## config.mk

```make
export PLATFORM = sky130hd
export DESIGN_NAME = asg_seg_sequencer
export DESIGN_NICKNAME = d
export VERILOG_FILES = /design/src/rtl/asg_seg_sequencer.sv
export SDC_FILE = /design/constraint.sdc
export NUM_CORES = 1
export LEC_CHECK = 0
export CAP_MARGIN = 20
export CORE_UTILIZATION = 34
export CTS_CLUSTER_DIAMETER = 150
export DETAILED_ROUTE_END_ITERATION = 7
export PLACE_DENSITY = 0.55
export SLEW_MARGIN = 20
export SYNTH_ARGS = -nofsm -noshare
export SYNTH_HDL_FRONTEND = slang
export SYNTH_SLANG_ARGS = --single-unit
```

## constraint.sdc

```tcl
create_clock -name dac_clk_i -period 5.7 [get_ports dac_clk_i]
set_input_delay 1.14 -clock dac_clk_i [delete_from_list [all_inputs] [get_ports dac_clk_i]]
set_output_delay 1.14 -clock dac_clk_i [all_outputs]
set_load 0.005 [all_outputs]
```

## src/rtl/asg_seg_sequencer.sv

```systemverilog
// Segment sequencer: plays a table of waveform segments out of one ASG channel.
// Ports: desc_* write the table; start/stop/loop/nseg control; wrap_i from channel;
//   set_*/trig_sw_o drive the channel; busy_o/seg_idx_o/done_o report progress.
module asg_seg_sequencer #(
  parameter int RSZ  = 14,
  parameter int NSEG = 8,
  parameter int SW   = 3
) (
  input  logic            dac_clk_i,
  input  logic            dac_rstn_i,
  input  logic            desc_we_i,
  input  logic [SW-1:0]   desc_slot_i,
  input  logic [2:0]      desc_fld_i,
  input  logic [31:0]     desc_wdata_i,
  input  logic [SW:0]     nseg_i,
  input  logic            loop_i,
  input  logic            start_i,
  input  logic            stop_i,
  input  logic            wrap_i,
  output logic [RSZ+15:0] set_ofs_o,
  output logic [RSZ+15:0] set_size_o,
  output logic [RSZ+15:0] set_step_o,
  output logic [15:0]     set_ncyc_o,
  output logic            set_rst_o,
  output logic            set_zero_o,
  output logic            trig_sw_o,
  output logic            busy_o,
  output logic [SW-1:0]   seg_idx_o,
  output logic            done_o
);

  localparam int PW = RSZ + 16;

  typedef enum logic [2:0] {
    S_IDLE, S_LOAD, S_ARM1, S_ARM2,
    S_FIRE, S_RUN,  S_GAP,  S_DONE
  } state_t;

  state_t r_st, w_nxt;

  logic [PW-1:0] r_ofs_t  [NSEG];
  logic [PW-1:0] r_size_t [NSEG];
  logic [PW-1:0] r_step_t [NSEG];
  logic [15:0]   r_ncyc_t [NSEG];
  logic [15:0]   r_gap_t  [NSEG];

  logic [SW-1:0] r_idx, w_idx_nxt;
  logic [15:0]   r_wcnt, r_gcnt, r_gap;
  logic [SW:0]   w_neff;
  logic          w_last, w_seg_end, w_adv;

  // Table is deliberately not reset.
  always_ff @(posedge dac_clk_i) begin
    if (desc_we_i) begin
      case (desc_fld_i)
        3'd0: r_ofs_t[desc_slot_i]  <= desc_wdata_i[PW-1:0];
        3'd1: r_size_t[desc_slot_i] <= desc_wdata_i[PW-1:0];
        3'd2: r_step_t[desc_slot_i] <= desc_wdata_i[PW-1:0];
        3'd3: r_ncyc_t[desc_slot_i] <= desc_wdata_i[15:0];
        3'd4: r_gap_t[desc_slot_i]  <= desc_wdata_i[15:0];
        default: ;
      endcase
    end
  end

  always_comb begin
    w_neff = nseg_i;
    if (nseg_i == '0)
      w_neff = (SW+1)'(1);
    else if (nseg_i > (SW+1)'(NSEG))
      w_neff = (SW+1)'(NSEG);
  end

  assign w_last = ({1'b0, r_idx} >= w_neff - (SW+1)'(1));

  assign w_seg_end = (r_st == S_RUN) && wrap_i &&
                     (set_ncyc_o != 16'd0) &&
                     (r_wcnt == set_ncyc_o - 16'd1);

  always_comb begin
    w_nxt     = r_st;
    w_idx_nxt = r_idx;
    w_adv     = 1'b0;
    unique case (r_st)
      S_IDLE: if (start_i) begin
        w_nxt     = S_LOAD;
        w_idx_nxt = '0;
      end
      S_LOAD: w_nxt = S_ARM1;
      S_ARM1: w_nxt = S_ARM2;
      S_ARM2: w_nxt = S_FIRE;
      S_FIRE: w_nxt = S_RUN;
      S_RUN: if (w_seg_end) begin
        if (r_gap != 16'd0) w_nxt = S_GAP;
        else                w_adv = 1'b1;
      end
      S_GAP: if (r_gcnt == 16'd1) w_adv = 1'b1;
      S_DONE: w_nxt = S_IDLE;
      default: w_nxt = S_IDLE;
    endcase
    // Next-segment decision shared by RUN (no gap) and GAP end.
    if (w_adv) begin
      if (!w_last) begin
        w_nxt     = S_LOAD;
        w_idx_nxt = r_idx + SW'(1);
      end else if (loop_i) begin
        w_nxt     = S_LOAD;
        w_idx_nxt = '0;
      end else begin
        w_nxt = S_DONE;
      end
    end
    if (stop_i) w_nxt = S_IDLE;
  end

  always_ff @(posedge dac_clk_i or negedge dac_rstn_i) begin
    if (!dac_rstn_i) begin
      r_st       <= S_IDLE;
      r_idx      <= '0;
      r_wcnt     <= '0;
      r_gcnt     <= '0;
      r_gap      <= '0;
      set_ofs_o  <= '0;
      set_size_o <= '0;
      set_step_o <= '0;
      set_ncyc_o <= '0;
      seg_idx_o  <= '0;
      set_rst_o  <= 1'b1;
      set_zero_o <= 1'b0;
      trig_sw_o  <= 1'b0;
      busy_o     <= 1'b0;
      done_o     <= 1'b0;
    end else begin
      r_st  <= w_nxt;
      r_idx <= w_idx_nxt;
      if (r_st == S_LOAD) begin
        set_ofs_o  <= r_ofs_t[r_idx];
        set_size_o <= r_size_t[r_idx];
        set_step_o <= r_step_t[r_idx];
        set_ncyc_o <= r_ncyc_t[r_idx];
        r_gap      <= r_gap_t[r_idx];
        seg_idx_o  <= r_idx;
      end
      if (r_st == S_FIRE)
        r_wcnt <= '0;
      else if (r_st == S_RUN && wrap_i && r_wcnt != 16'hFFFF)
        r_wcnt <= r_wcnt + 16'd1;
      if (w_seg_end)
        r_gcnt <= r_gap;
      else if (r_st == S_GAP)
        r_gcnt <= r_gcnt - 16'd1;
      // Outputs follow the state being entered.
      busy_o     <= (w_nxt != S_IDLE);
      trig_sw_o  <= (w_nxt == S_FIRE);
      set_rst_o  <= !(w_nxt == S_FIRE || w_nxt == S_RUN);
      set_zero_o <= (w_nxt == S_GAP);
      done_o     <= (w_nxt == S_DONE);
    end
  end

endmodule
```

## Yosys cells after proc, flatten, opt, wreduce, memory -nomap -nowiden

Memories as Yosys holds them, arrays and structs flattened. A register that Yosys moved wholly into a read port is not among the register bits.
Cells that the tools add are included.

| word-level totals | value |
|---|---|
| flip-flop bits (word level) | 46 |
| bits in latches | 0 |
| RAM bits | 976 |
| ROM bits | 0 |
| bits of input ports | 49 |
| output and inout port bits | 114 |
| word-level logic and storage cells | 97 |
| memories kept | 5 |

| cells by class | value |
|---|---|
| $add $sub $neg | 5 |
| multipliers | 0 |
| div/mod/pow operators | 0 |
| $lt $le $gt $ge | 2 |
| equality and inequality tests | 18 |
| shift operators | 0 |
| multiplexer cells | 38 |
| bitwise gates (word level) | 0 |
| reductions and logical operators | 19 |

Memories:

| name | depth | bits a word | read ports | clocked after Yosys merged registers in | write ports | line | source |
|---|---|---|---|---|---|---|---|
| r_ofs_t | 8 | 30 | 1 | 1 | 1 | 41 | `logic [PW-1:0] r_ofs_t [NSEG];` |
| r_size_t | 8 | 30 | 1 | 1 | 1 | 42 | `logic [PW-1:0] r_size_t [NSEG];` |
| r_step_t | 8 | 30 | 1 | 1 | 1 | 43 | `logic [PW-1:0] r_step_t [NSEG];` |
| r_gap_t | 8 | 16 | 1 | 1 | 1 | 45 | `logic [15:0] r_gap_t [NSEG];` |
| r_ncyc_t | 8 | 16 | 1 | 1 | 1 | 44 | `logic [15:0] r_ncyc_t [NSEG];` |

Operators with widths:

| cell | count |
|---|---|
| $mux W16 | 4 |
| $mux W3 | 12 |
| $reduce_bool A16 Y1 | 2 |
| $sub A16 B1 Y16 const B | 2 |
| $eq A3 B3 Y1 const B | 9 |
| $pmux W3 S7 | 1 |
| $mux W1 | 18 |
| $add A16 B1 Y16 const B | 1 |
| $eq A16 B1 Y1 const B | 1 |
| $eq A16 B16 Y1 | 1 |
| $ne A16 B16 Y1 const B | 1 |
| $eq A3 B2 Y1 const B | 4 |
| $mux W4 | 2 |
| $eq A3 B1 Y1 const B | 2 |
| $logic_not A1 Y1 | 6 |
| $logic_not A3 Y1 | 2 |
| $ge A3 B4 Y1 | 1 |
| $gt A4 B4 Y1 const B | 1 |
| $logic_and A1 B1 Y1 | 4 |
| $logic_not A4 Y1 | 1 |
| $reduce_bool A2 Y1 | 2 |
| $sub A4 B1 Y4 const B | 1 |
| $add A3 B1 Y3 const B | 1 |
| $reduce_bool A3 Y1 | 1 |
| 2 further kinds | 2 |

## Logic depth before layout (Yosys ltp)

| depth | value |
|---|---|
| word-level depth | 11 |
| mapped depth | 13 |
| mapped depth without buffers | 11 |

## Least setup slack after synthesis

No wires, ideal clock.

| path | value |
|---|---|
| kind | reg2reg |
| start point | reg r_idx[0] |
| end point | reg r_idx[0] |
| setup time | 120 ps |
| arrival time | 3296 ps |
| data required time | 5580 ps |
| path slack | 2285 ps |
| cell stages (with the launch flop) | 14 |
| path buffers | 3 |
| clock period less this slack | 3415 ps |
| cells stage by stage | dfrtp_1 -> clkbuf_1 -> buf_1 -> buf_1 -> inv_1 -> ha_1 -> nand2b_1 -> a21o_1 -> a21oi_1 -> o21ba_2 -> nand4_1 -> o32ai_2 -> nor2_1 -> a31o_1 |

| on the way | value |
|---|---|
| cells in the longest elaborated chain, start to end | 5 |
| elaborated cells on any way between the ends | 7 |
| classes of those cells | 1 x add/sub; 1 x order compare; 5 x mux |

Ends and longest elaborated chain:

| element | line | source |
|---|---|---|
| from (decl) | 47 | `logic [SW-1:0] r_idx, w_idx_nxt;` |
| from (signal assigned) | 135 | `r_idx <= w_idx_nxt;` |
| branches (longest 4 deep; another with $ge A3 B4 Y1) | n/a |  |
| $mux W3 * | 102 | `if (w_adv) begin` |
| via w_idx_nxt[0] | 47 |  |

Mark *: on every way through the listed nets, which the timed path passes.
A chain may end at the register's enable or synchronous reset.

## Final worst setup path

| path | value |
|---|---|
| start point | reg set_ncyc_o[2], read port of r_ncyc_t |
| end point | reg r_gcnt[2] |

| on the way | value |
|---|---|
| cells in the longest elaborated chain, start to end | 4 |
| elaborated cells on any way between the ends | 7 |
| classes of those cells | 1 x add/sub; 1 x eq/ne; 1 x mux; 4 x reduce/logical |

Ends and longest elaborated chain:

| element | line | source |
|---|---|---|
| from (decl) | 23 | `output logic [15:0] set_ncyc_o,` |
| $sub A16 B1 Y16 / $reduce_bool A16 Y1 (equally long branches) | 78, 77 |  |
| $eq A16 B16 Y1 / $logic_and A1 B1 Y1 (equally long branches) | 78, 76 |  |
| $logic_and A1 B1 Y1 * | 77 | `(set_ncyc_o != 16'd0) &&` |
| $mux W16 / $reduce_bool A2 Y1 (equally long branches) | n/a |  |
| to (signal assigned) | 149 | `r_gcnt <= r_gap;` |
| to (signal assigned) | 151 | `r_gcnt <= r_gcnt - 16'd1;` |
| to (decl) | 48 | `logic [15:0] r_wcnt, r_gcnt, r_gap;` |

Mark *: on every way between the ends. The rest lies on a longest branch, timed or not.

==> reports/summary.json <==
{
  "global_route": {
    "antenna_found_initial": 12,
    "grt_first_pass_wirelength_um": 147000,
    "pin_count_of_the_biggest_net_entering_global_routing": 153,
    "vias_in_the_first_global_route": 22500,
    "grt.overflow.total": 0,
    "groute.usage.overall_pct": 15.2
  },
  "power": {
    "sw_frac_of_total_pct": 22.1,
    "seq_power_share_pct": 51.7,
    "internal_power_uw": 14600,
    "power.density_cell_area_mw_per_mm2": 361,
    "p_switching_uw": 4150,
    "vdd_drop_max_v": 0.000247,
    "static-leakage-power_uw": 0.0161,
    "power_frac_clock_pct": 41.3,
    "power.combinational.fraction_pct": 7.0
  },
  "cts": {
    "path_clk_slew_ps": 60,
    "post_cts.repair.setup_buffers": 0,
    "cts_tree": "built",
    "cts_num_sinks": 1144,
    "htreeDepth": 3,
    "max_clock_buf_depth": 3,
    "clkLatencyLatePin_ps": 710,
    "ctsRootBufferMaster": "clkbuf_16",
    "holdBufCountCts": 0,
    "cts.repair.resized": 0,
    "cts_inserted_buffers": 114
  },
  "timing": {
    "clock.fmax_mhz": 277,
    "timing.final.crit_share_pct": 63.3,
    "finClkSkew_ps": 43.8,
    "final_period_minus_worst_setup_slack_ps": 3610,
    "slew_headroom_pct": 26.3,
    "grt_setup_unrepaired": "false",
    "final-setup-viol-count": 0,
    "finalMaxSlewViolations": 0,
    "hold_violations": 0,
    "slew_at_the_pin_with_the_worst_max_slew_slack_ps": 1100,
    "finalSetupTns_ps": 0,
    "hold_ws_ps": 463
  },
  "die": {
    "fp.dieH_um": 362,
    "placement_rows": 131,
    "core_box_area_sq_mm": 0.128,
    "boundaryPins": 163,
    "floorplan.die_area_sq_mm": 0.131,
    "initial_utilization_pct": 34.4,
    "dieWidth_um": 362
  },
  "synth": {
    "syn_avg_cell_area_sq_um": 19.8,
    "synth-compound-area-share_pct": 2.41,
    "synth_enable_flop_cells": 976,
    "ys_dominant_reg_cell": "edfxtp_1",
    "post_synth_and_or_nand_nor_area_fraction_pct": 3.80,
    "sequential_element_share_of_the_synthesized_area_pct": 76.1,
    "synth_xor_area_share_pct": 0.796,
    "netlist_instances": 2225,
    "main_combinational_cell_family_by_area_after_synthesis": "multiplexers",
    "synth_fp_nets": 2284,
    "synth.mux.area_fraction_pct": 15.5,
    "synth-seq-cells": 1144,
    "synthArstFlopShare_pct": 14.7,
    "netlist-cell-type-count": 67,
    "syn_area_sq_mm": 0.0440,
    "synth-adder-area-share_pct": 0.284,
    "synthesis_warning_total": 0
  },
  "worst_setup_path": {
    "critPathTopFamily": "simple AND/OR/NAND/NOR gates",
    "cpMaxStageDelayCell": "nor4_2",
    "reg2reg_setup_slack_ps": 2090,
    "end_kind": "flop",
    "startpoint_type": "flop",
    "crit_path_buffers_inverters": 1,
    "worstSetupPathDepth": 9,
    "crit_path_max_fanout": 12,
    "r2r-end": "r_gcnt[2]$_DFFE_PN0P_",
    "timing.critical_path.required_ps": 6260,
    "worstReg2RegStart": "set_ncyc_o[2]$_DFFE_PN0P_",
    "crit_chain": "nor4_2, nand4_1, a2111oi_0, a311oi_1, and2_1, nor4_1, buf_4, mux2i_1, a221o_1",
    "cpPeakStageDelay_ps": 910,
    "ff2ff_path_depth": 9,
    "timing.setup.critical_path_class": "reg -> reg",
    "arrival_ps": 4170
  },
  "routing": {
    "detail-route-antenna-nets": 0,
    "remaining_drc_errors": 0,
    "initialDrtViolationCount": 1512,
    "wl_per_cell_um": 23.2,
    "via_per_inst": 4.98,
    "routed-via-count": 21300,
    "detail_route.wirelength_um": 99000,
    "drt_pass1_iterations": 5
  },
  "layout": {
    "final_common_cell": "edfxtp_1",
    "layout.cells.most_common_list": "edfxtp_1, mux4_2, dfrtp_1",
    "final-instance-count-excl-fill": 4273,
    "final_nets": 2501,
    "syn_to_final_growth_pct": 18.3,
    "design_area_sq_mm": 0.0521,
    "share_of_final_layout_standard_cells_stronger_than_drive_strength_1_pct": 21.8
  },
  "placement": {
    "place_hpwl_um": 57300,
    "gp_routability_congestion": 0.763,
    "buffers_on_ports": 160,
    "dpl_cell_area_sq_mm": 0.0481,
    "placed_cells": 4053
  },
  "run": {
    "max_cap_check_violation_count": 0
  },
  "hold_path": {
    "holdCritPathClass": "in -> async"
  },
  "outcome": {
    "outcome": "finished, final reports clean"
  }
}
==> power groups by stage <==
stage	Combinational (uW)	Sequential [uW]	Clock, uW
after floorplan	491	9820	0
after global placement	1310	9880	0
after detailed placement	1330	9890	0
after CTS	1340	9720	7960
after global routing	1450	9760	8270
final	1310	9720	7760
==> worst reg2reg max path, delay by kind of cell, from the launching register on <==
family	cells	cell delay, ps
compound gates	3	810
buf+inv	1	270
flops	1	490
mux	1	100
simple gates	4	1820
==> sequential cells by signal, indices dropped and copies added (netlist names), 3 cells and up <==
| name | cells |
|---|---|
| r_step_t | 240 |
| r_ncyc_t | 128 |
| set_size_o | 30 |
| r_gap | 16 |
| set_ofs_o | 30 |
| r_size_t | 240 |
| r_ofs_t | 240 |
| r_gcnt | 16 |
| r_gap_t | 128 |
| set_ncyc_o | 16 |
| r_idx | 3 |
| r_wcnt | 16 |
| set_step_o | 30 |
| seg_idx_o | 3 |
| r_st | 3 |
==> routing by layer <==
| metal | global-route usage [%] | part of all wire [%] |
|---|---|---|
| met1 | 20.5 | 44 |
| met2 | 25.7 | 50 |
| met3 | 2.41 | 4.3 |
| met4 | 3.36 | 1.8 |
| met5 | 0 | 0.013 |
==> worst max-delay path by stage <==
stage | start | to | slack (ps)
6_report | set_ncyc_o[2]$_DFFE_PN0P_ | r_gcnt[2]$_DFFE_PN0P_ | 2090
3_5_place_dp | desc_we_i | r_size_t[2][22]$_DFFE_PP_ | 1440
5_1_grt | set_ncyc_o[2]$_DFFE_PN0P_ | done_o$_DFF_PN0_ | 1890
2_1_floorplan | r_idx[0]$_DFF_PN0_ | r_idx[0]$_DFF_PN0_ | 2280
3_3_place_gp | desc_we_i | r_size_t[0][24]$_DFFE_PP_ | 1530
4_1_cts | r_idx[0]$_DFF_PN0_ | set_size_o[8]$_DFFE_PN0P_ | 2130
==> cell type report <==
cell class	instances	area, sq um
diodes	3	7.51
clock buffers	151	3230
clock inverters	64	734
fillers	11300	75900
inverters	9	33.8
multi-input cells	962	10300
flip-flops and latches	1144	33500
well taps	1729	2160
repair buffers	211	2090
==> stage by stage <==
step / util (%) / setup WS (ps) / total power, uW
2_1_floorplan: - / 2280 / 10300
3_3_place_gp: 37.5 / 1530 / 11200
3_5_place_dp: 37.5 / 1440 / 11200
4_1_cts: 40.6 / 2130 / 19000
5_1_grt: 40.7 / 1890 / 19500
6_report: 40.7 / 2090 / 18800
==> Yosys cell counts, types with 10 or more instances <==
cell type	instances	area, sq um
a21oi_1	132	661
buf_1	40	150
clkbuf_1	65	244
dfrtp_1	167	4180
edfxtp_1	976	29300
ha_1	10	125
mux2i_1	129	1290
mux4_2	244	5500
nand2_1	27	101
nand3_1	14	70.1
nand4_1	10	62.6
nor2_1	201	754
nor3_1	16	80.1
nor4_1	14	87.6
xnor2_1	24	210
xor2_1	16	140
==> cell families after synthesis <==
group	after synthesis
flip-flops	1144
multiplexers	378
AND/OR/NAND/NOR	350
AO/OA/AOI/OAI	184
buffers and inverters	119
XOR/XNOR	40
adder cells (fa/ha/maj)	10
Note: power is estimated with default switching activity, not from simulation.
